### src/rtl/imm_gen_pipe.sv
// Decode-stage immediate generator: decodes RV32I immediates (I/S/B/U/J) and
// the CSR zimm from a 32-bit instruction, extends them to XLEN and registers
// the result together with a passthrough tag behind a valid/ready handshake.
//
// state    | meaning
// ---------+----------------------------------------------------------
// ST_EMPTY | no entry held; out_valid=0
// ST_ONE   | main register holds the head entry; can still accept
// ST_TWO   | main and skid both hold entries; in_ready=0 (SKID_EN=1 only)
module imm_gen_pipe #(
   parameter int XLEN    = 32,
   parameter int TAG_W   = 32,
   parameter bit SKID_EN = 1'b1
) (
   input  logic             clk,
   input  logic             reset,
   input  logic             in_valid,
   output logic             in_ready,
   input  logic [31:0]      in_instr,
   input  logic [TAG_W-1:0] in_tag,
   output logic             out_valid,
   input  logic             out_ready,
   output logic [XLEN-1:0]  out_imm,
   output logic [2:0]       out_fmt,
   output logic [TAG_W-1:0] out_tag
);

   localparam logic [2:0] FMT_NONE = 3'd0;
   localparam logic [2:0] FMT_I    = 3'd1;
   localparam logic [2:0] FMT_S    = 3'd2;
   localparam logic [2:0] FMT_B    = 3'd3;
   localparam logic [2:0] FMT_U    = 3'd4;
   localparam logic [2:0] FMT_J    = 3'd5;
   localparam logic [2:0] FMT_Z    = 3'd6;

   typedef enum logic [1:0] {
      ST_EMPTY = 2'd0,
      ST_ONE   = 2'd1,
      ST_TWO   = 2'd2
   } state_t;

   state_t            state_q;
   state_t            state_d;
   logic              in_ready_q;

   logic [31:0]       dec_imm32;
   logic              dec_sext;
   logic [2:0]        dec_fmt;
   logic [XLEN-1:0]   dec_imm;

   logic [XLEN-1:0]   main_imm;
   logic [2:0]        main_fmt;
   logic [TAG_W-1:0]  main_tag;
   logic [XLEN-1:0]   skid_imm;
   logic [2:0]        skid_fmt;
   logic [TAG_W-1:0]  skid_tag;

   logic              accept;
   logic              drain;
   logic              load_main_in;
   logic              load_main_skid;
   logic              load_skid_in;

   // Immediate decode, assembled as 32 bits; extension to XLEN happens below
   always_comb begin
      dec_imm32 = '0;
      dec_sext  = 1'b0;
      dec_fmt   = FMT_NONE;
      case (in_instr[6:0])
         7'b0010011, 7'b0000011, 7'b1100111: begin
            dec_imm32 = {{20{in_instr[31]}}, in_instr[31:20]};
            dec_sext  = 1'b1;
            dec_fmt   = FMT_I;
         end
         7'b0100011: begin
            dec_imm32 = {{20{in_instr[31]}}, in_instr[31:25], in_instr[11:7]};
            dec_sext  = 1'b1;
            dec_fmt   = FMT_S;
         end
         7'b1100011: begin
            dec_imm32 = {{19{in_instr[31]}}, in_instr[31], in_instr[7],
                         in_instr[30:25], in_instr[11:8], 1'b0};
            dec_sext  = 1'b1;
            dec_fmt   = FMT_B;
         end
         7'b0110111, 7'b0010111: begin
            dec_imm32 = {in_instr[31:12], 12'b0};
            dec_sext  = 1'b1;
            dec_fmt   = FMT_U;
         end
         7'b1101111: begin
            dec_imm32 = {{11{in_instr[31]}}, in_instr[31], in_instr[19:12],
                         in_instr[20], in_instr[30:21], 1'b0};
            dec_sext  = 1'b1;
            dec_fmt   = FMT_J;
         end
         7'b1110011: begin
            // only the immediate CSR forms (funct3[2]=1) carry a zimm
            if (in_instr[14]) begin
               dec_imm32 = {27'b0, in_instr[19:15]};
               dec_fmt   = FMT_Z;
            end
         end
         default: ;
      endcase
   end

   // U-type included: with XLEN=64 every signed format extends from bit 31
   assign dec_imm = dec_sext ? XLEN'($signed(dec_imm32)) : XLEN'(dec_imm32);

   assign out_valid = (state_q != ST_EMPTY);
   assign accept    = in_valid && in_ready;
   assign drain     = out_valid && out_ready;

   generate
      if (SKID_EN) begin : g_skid_ready
         assign in_ready = in_ready_q;
      end else begin : g_pass_ready
         assign in_ready = !out_valid || out_ready;
      end
   endgenerate

   // Next-state and register-load steering
   always_comb begin
      state_d        = state_q;
      load_main_in   = 1'b0;
      load_main_skid = 1'b0;
      load_skid_in   = 1'b0;
      case (state_q)
         ST_EMPTY: begin
            if (accept) begin
               state_d      = ST_ONE;
               load_main_in = 1'b1;
            end
         end
         ST_ONE: begin
            if (accept && drain) begin
               load_main_in = 1'b1;
            end else if (accept) begin
               state_d      = ST_TWO;
               load_skid_in = 1'b1;
            end else if (drain) begin
               state_d = ST_EMPTY;
            end
         end
         ST_TWO: begin
            if (drain) begin
               state_d        = ST_ONE;
               load_main_skid = 1'b1;
            end
         end
         default: state_d = ST_EMPTY;
      endcase
   end

   // State register; in_ready is precomputed so it never depends on out_ready
   always_ff @(posedge clk) begin
      if (reset) begin
         state_q    <= ST_EMPTY;
         in_ready_q <= 1'b1;
      end else begin
         state_q    <= state_d;
         in_ready_q <= (state_d != ST_TWO);
      end
   end

   // Entry storage; data is left untouched when draining to empty
   always_ff @(posedge clk) begin
      if (reset) begin
         main_imm <= '0;
         main_fmt <= '0;
         main_tag <= '0;
         skid_imm <= '0;
         skid_fmt <= '0;
         skid_tag <= '0;
      end else begin
         if (load_main_in) begin
            main_imm <= dec_imm;
            main_fmt <= dec_fmt;
            main_tag <= in_tag;
         end else if (load_main_skid) begin
            main_imm <= skid_imm;
            main_fmt <= skid_fmt;
            main_tag <= skid_tag;
         end
         if (load_skid_in) begin
            skid_imm <= dec_imm;
            skid_fmt <= dec_fmt;
            skid_tag <= in_tag;
         end
      end
   end

   assign out_imm = main_imm;
   assign out_fmt = main_fmt;
   assign out_tag = main_tag;

endmodule

### config.mk
export PLATFORM = sky130hd
export DESIGN_NAME = imm_gen_pipe
export DESIGN_NICKNAME = d
export VERILOG_FILES = /design/src/rtl/imm_gen_pipe.sv
export SDC_FILE = /design/constraint.sdc
export NUM_CORES = 1
export LEC_CHECK = 0
export ABC_CLOCK_PERIOD_IN_PS = 1800
export CAP_MARGIN = 10
export CORE_ASPECT_RATIO = 1.2
export CORE_MARGIN = 2
export CORE_UTILIZATION = 30
export DETAILED_ROUTE_END_ITERATION = 16
export PLACE_DENSITY = 0.65
export SLEW_MARGIN = 20
export SYNTH_ARGS = -nofsm -noshare
export SYNTH_HDL_FRONTEND = slang
export SYNTH_SLANG_ARGS = --single-unit
### constraint.sdc
create_clock -name clk -period 1.8 [get_ports clk]
set_clock_uncertainty 0.2 [all_clocks]
set_input_delay 0.36 -clock clk [delete_from_list [all_inputs] [get_ports clk]]
set_output_delay 0.36 -clock clk [all_outputs]
set_load 0.03 [all_outputs]
==> metrics.csv <==
stage;metric;value;unit
worst_setup_path;Worst Setup End Kind;register;
logic_synthesis;flops & latches, synth;137;
clock_tree;clk root buf;clkbuf_16;
global_routing;first-pass GRT wire length;26.8;mm
power;Leak Pwr;3.29;nW
logic_synthesis;syn_area_per_cell;8.54;um2
logic_synthesis;Synth Instances;671;
logic_synthesis;Post-synth ARST share;0;%
clock_tree;Hold-fix buffers, CTS;0;
global_routing;Tot GR Track Use;16.8;%
drt;WL/cell;15.5;um
clock_tree;Clock Path Buffers;2;
logic_synthesis;main combinational cell family by area after synthesis;compound AO/OA/AOI/OAI gates;
logic_synthesis;area share of the largest cell type after synthesis;47.8;%
logic_synthesis;Synth Area in Simple Gates;20.6;%
drt;starting DRC count in detailed routing;354;
worst_setup_path;crit-path max FO;8;
logic_synthesis;Main synth FF type;dfxtp_1;
global_routing;global route overflow;0;
logic_synthesis;Post-synth EDFFs;0;
sta;WHS;0.125;ns
logic_synthesis;Yosys cell types;50;
worst_setup_path;Req. time, crit path;1.92;ns
run_status;status;completed;
sta;Setup-failing EPs final;0;
layout;area grow syn2layout;50.8;%
die;Die ar.;0.0202;mm2
clock_tree;Num CTS Buffers;17;
layout;non-filler instance count after layout;1114;
die;row count;55;
placement;Place WS;-0.685;ns
die;initial core utilization;30.5;%
layout;# diodes;0;
logic_synthesis;synthesized area;0.00573;mm2
sta;max_slew headroom;74.0;%
die;Die W;130;um
worst_hold_path;min-delay worst type;input port to register;
drt;Routed Antenna Nets;0;
power;PwrDens;927;mW/mm2
clock_tree;H-tree depth;4;
logic_synthesis;Synthesized Nets;739;
worst_setup_path;crit path kind;input port to register;
drt;DRT Wirelength;17.2;mm
global_routing;vias in the first global route;5327;
clock_tree;CTS tree;yes;
sta;RSZ-0062 raised after global routing;yes;
global_routing;largest net degree at the start of global routing;68;
clock_tree;clk slew on worst S/H paths;0.06;ns
layout;design area;0.00864;mm2
logic_synthesis;top cells by area, synth;dfxtp_1 48%, nand2_1 11%, a311oi_1 5.0%;
worst_setup_path;Critical Path Source Type;input port;
logic_synthesis;post-synthesis sequential area ratio;47.8;%
layout;most frequent cells in the layout;171 x nand2_1, 135 x dfxtp_1, 67 x dlygate4sd2_1;
logic_synthesis;mux share of post-synthesis cell area;4.74;%
sta;period utilization;99.6;%
logic_synthesis;cell accounting for the most synthesized area;dfxtp_1;
clock_tree;clk sinks;137;
logic_synthesis;synth warn;0;
die;Core Area;0.0188;mm2
layout;NumNets Final;913;
global_routing;initial antenna violation count;0;
sta;setup TNS;0;ns
placement;HPWL after DPL;11.4;mm
sta;Peak Freq;558;MHz
sta;Worst Tran Pin Value;0.380;ns
sta;Final Hold Vio Count;0;
sta;max-slew violation count;0;
logic_synthesis;Post-Synth Adder-Cell Area;0;%
sta;minimum clock period;1.79;ns
sta;Setup WS post-layout;0.00690;ns
drt;via count;5561;
placement;RD Place Congestion;0.818;
placement;port bufs;136;
worst_setup_path;Worst R2R Setup Slack;0.07;ns
drt;Post-route DRC;0;
flow_run;# Max-Cap Violations;0;
die;boundary pin count;137;
drt;Initial DRT Pass Iterations;5;
power;Max VDD drop;0.000641;V
placement;DP Cell Count;1073;
drt;DR vias/cell;4.99;
die;die span in y;155;um
placement;Area after DPL;0.00786;mm2
logic_synthesis;post-synthesis xor/xnor area fraction;0;%
worst_setup_path;crit path DAT;1.91;ns
layout;ratio of cells with drive above 1 in the final layout;18.6;%
clock_tree;clk_lat worst skew;0.41;ns
layout;commonest non-fill, non-tap cell in the layout;nand2_1;
logic_synthesis;compound-cell area share of the yosys netlist;22.0;%
-- routing by layer --
layer | vias up | track usage [%] | part of all wire (%)
li1 | 2745 | - | -
met1 | 2653 | 20.6 | 44
met2 | 146 | 28.7 | 50
met3 | 17 | 3.37 | 4.2
met4 | 0 | 6.25 | 1.7
met5 | - | 0 | 0
-- cells by family (layout without fill, tap and decap cells) --
| kind of cell | count (synthesis) | count (layout) |
|---|---|---|
| AND/OR/NAND/NOR | 274 | 274 |
| multiplexers | 27 | 27 |
| buffers and inverters | 66 | 252 |
| AO/OA/AOI/OAI | 167 | 168 |
| flip-flops | 137 | 137 |
-- Yosys cell counts, types with 2 or more instances --
| library cell | number |
|---|---|
| o22ai_1 | 5 |
| a311oi_1 | 33 |
| o2bb2ai_1 | 6 |
| and3b_1 | 2 |
| nand3b_1 | 4 |
| nand3_1 | 4 |
| nand2b_1 | 4 |
| a21oi_1 | 45 |
| a22o_1 | 6 |
| nor2b_1 | 2 |
| dfxtp_1 | 137 |
| a31o_2 | 2 |
| mux2i_1 | 26 |
| nand2_1 | 172 |
| inv_1 | 7 |
| o31ai_1 | 2 |
| clkbuf_1 | 37 |
| buf_2 | 18 |
| nor3_1 | 6 |
| a2111oi_0 | 2 |
| a221oi_1 | 29 |
| buf_1 | 3 |
| a211o_1 | 2 |
| nor4b_2 | 2 |
| nor2_1 | 63 |
| nand4b_1 | 3 |
| a211oi_1 | 26 |
-- critical path, stage by stage --
cell,delay [ns]
clkdlybuf4s50_1,0.47
buf_4,0.11
nand2_2,0.06
buf_4,0.18
a211oi_4,0.19
buf_6,0.16
nand2_1,0.10
a221oi_2,0.27
-- where the power goes --
part	internal, mW	total (mW)	switching, mW
Combinational	0.566	1.33	0.765
Sequential	3.20	3.30	0.0923
Clock	1.99	3.39	1.40
Total	5.76	8.01	2.25
-- sequential cells by signal (all words and copies together), names as in the netlist --
| signal | count |
|---|---|
| skid_tag | 32 |
| out_imm | 32 |
| out_fmt | 3 |
| skid_fmt | 3 |
| skid_imm | 32 |
| in_ready | 1 |
| out_tag | 32 |
| state_q | 2 |
-- final timing paths --
path,to,from,cells past startpoint
max,out_imm[14],in_instr[1],8
min,out_fmt[2],reset,2
max reg2reg,out_imm[21],state_q[1],6
min reg2reg,skid_tag[3],skid_tag[3],2
-- cell type report --
type,count,area [um2]
fill,1841,10100
tap,256,320
clock inverter,12,115
multi-input combinational,469,2940
inverter,7,26.3
timing repair buffer,213,2040
clock buffer,20,457
sequential,137,2750
-- repair_timing --
item,4_1_cts,5_1_grt
resized for setup,105,41
setup buffers,7,0
cloned,2,0
endpoints found under the setup margin,201,98
pin swaps,4,6
-- through the flow --
step	util, %	total power, mW
2_1_floorplan	-	4.04
3_3_place_gp	41.8	4.68
3_5_place_dp	41.8	4.69
4_1_cts	45.4	8.05
5_1_grt	46.0	8.31
6_report	46.0	8.01
Power figures use the tool's default switching activity.
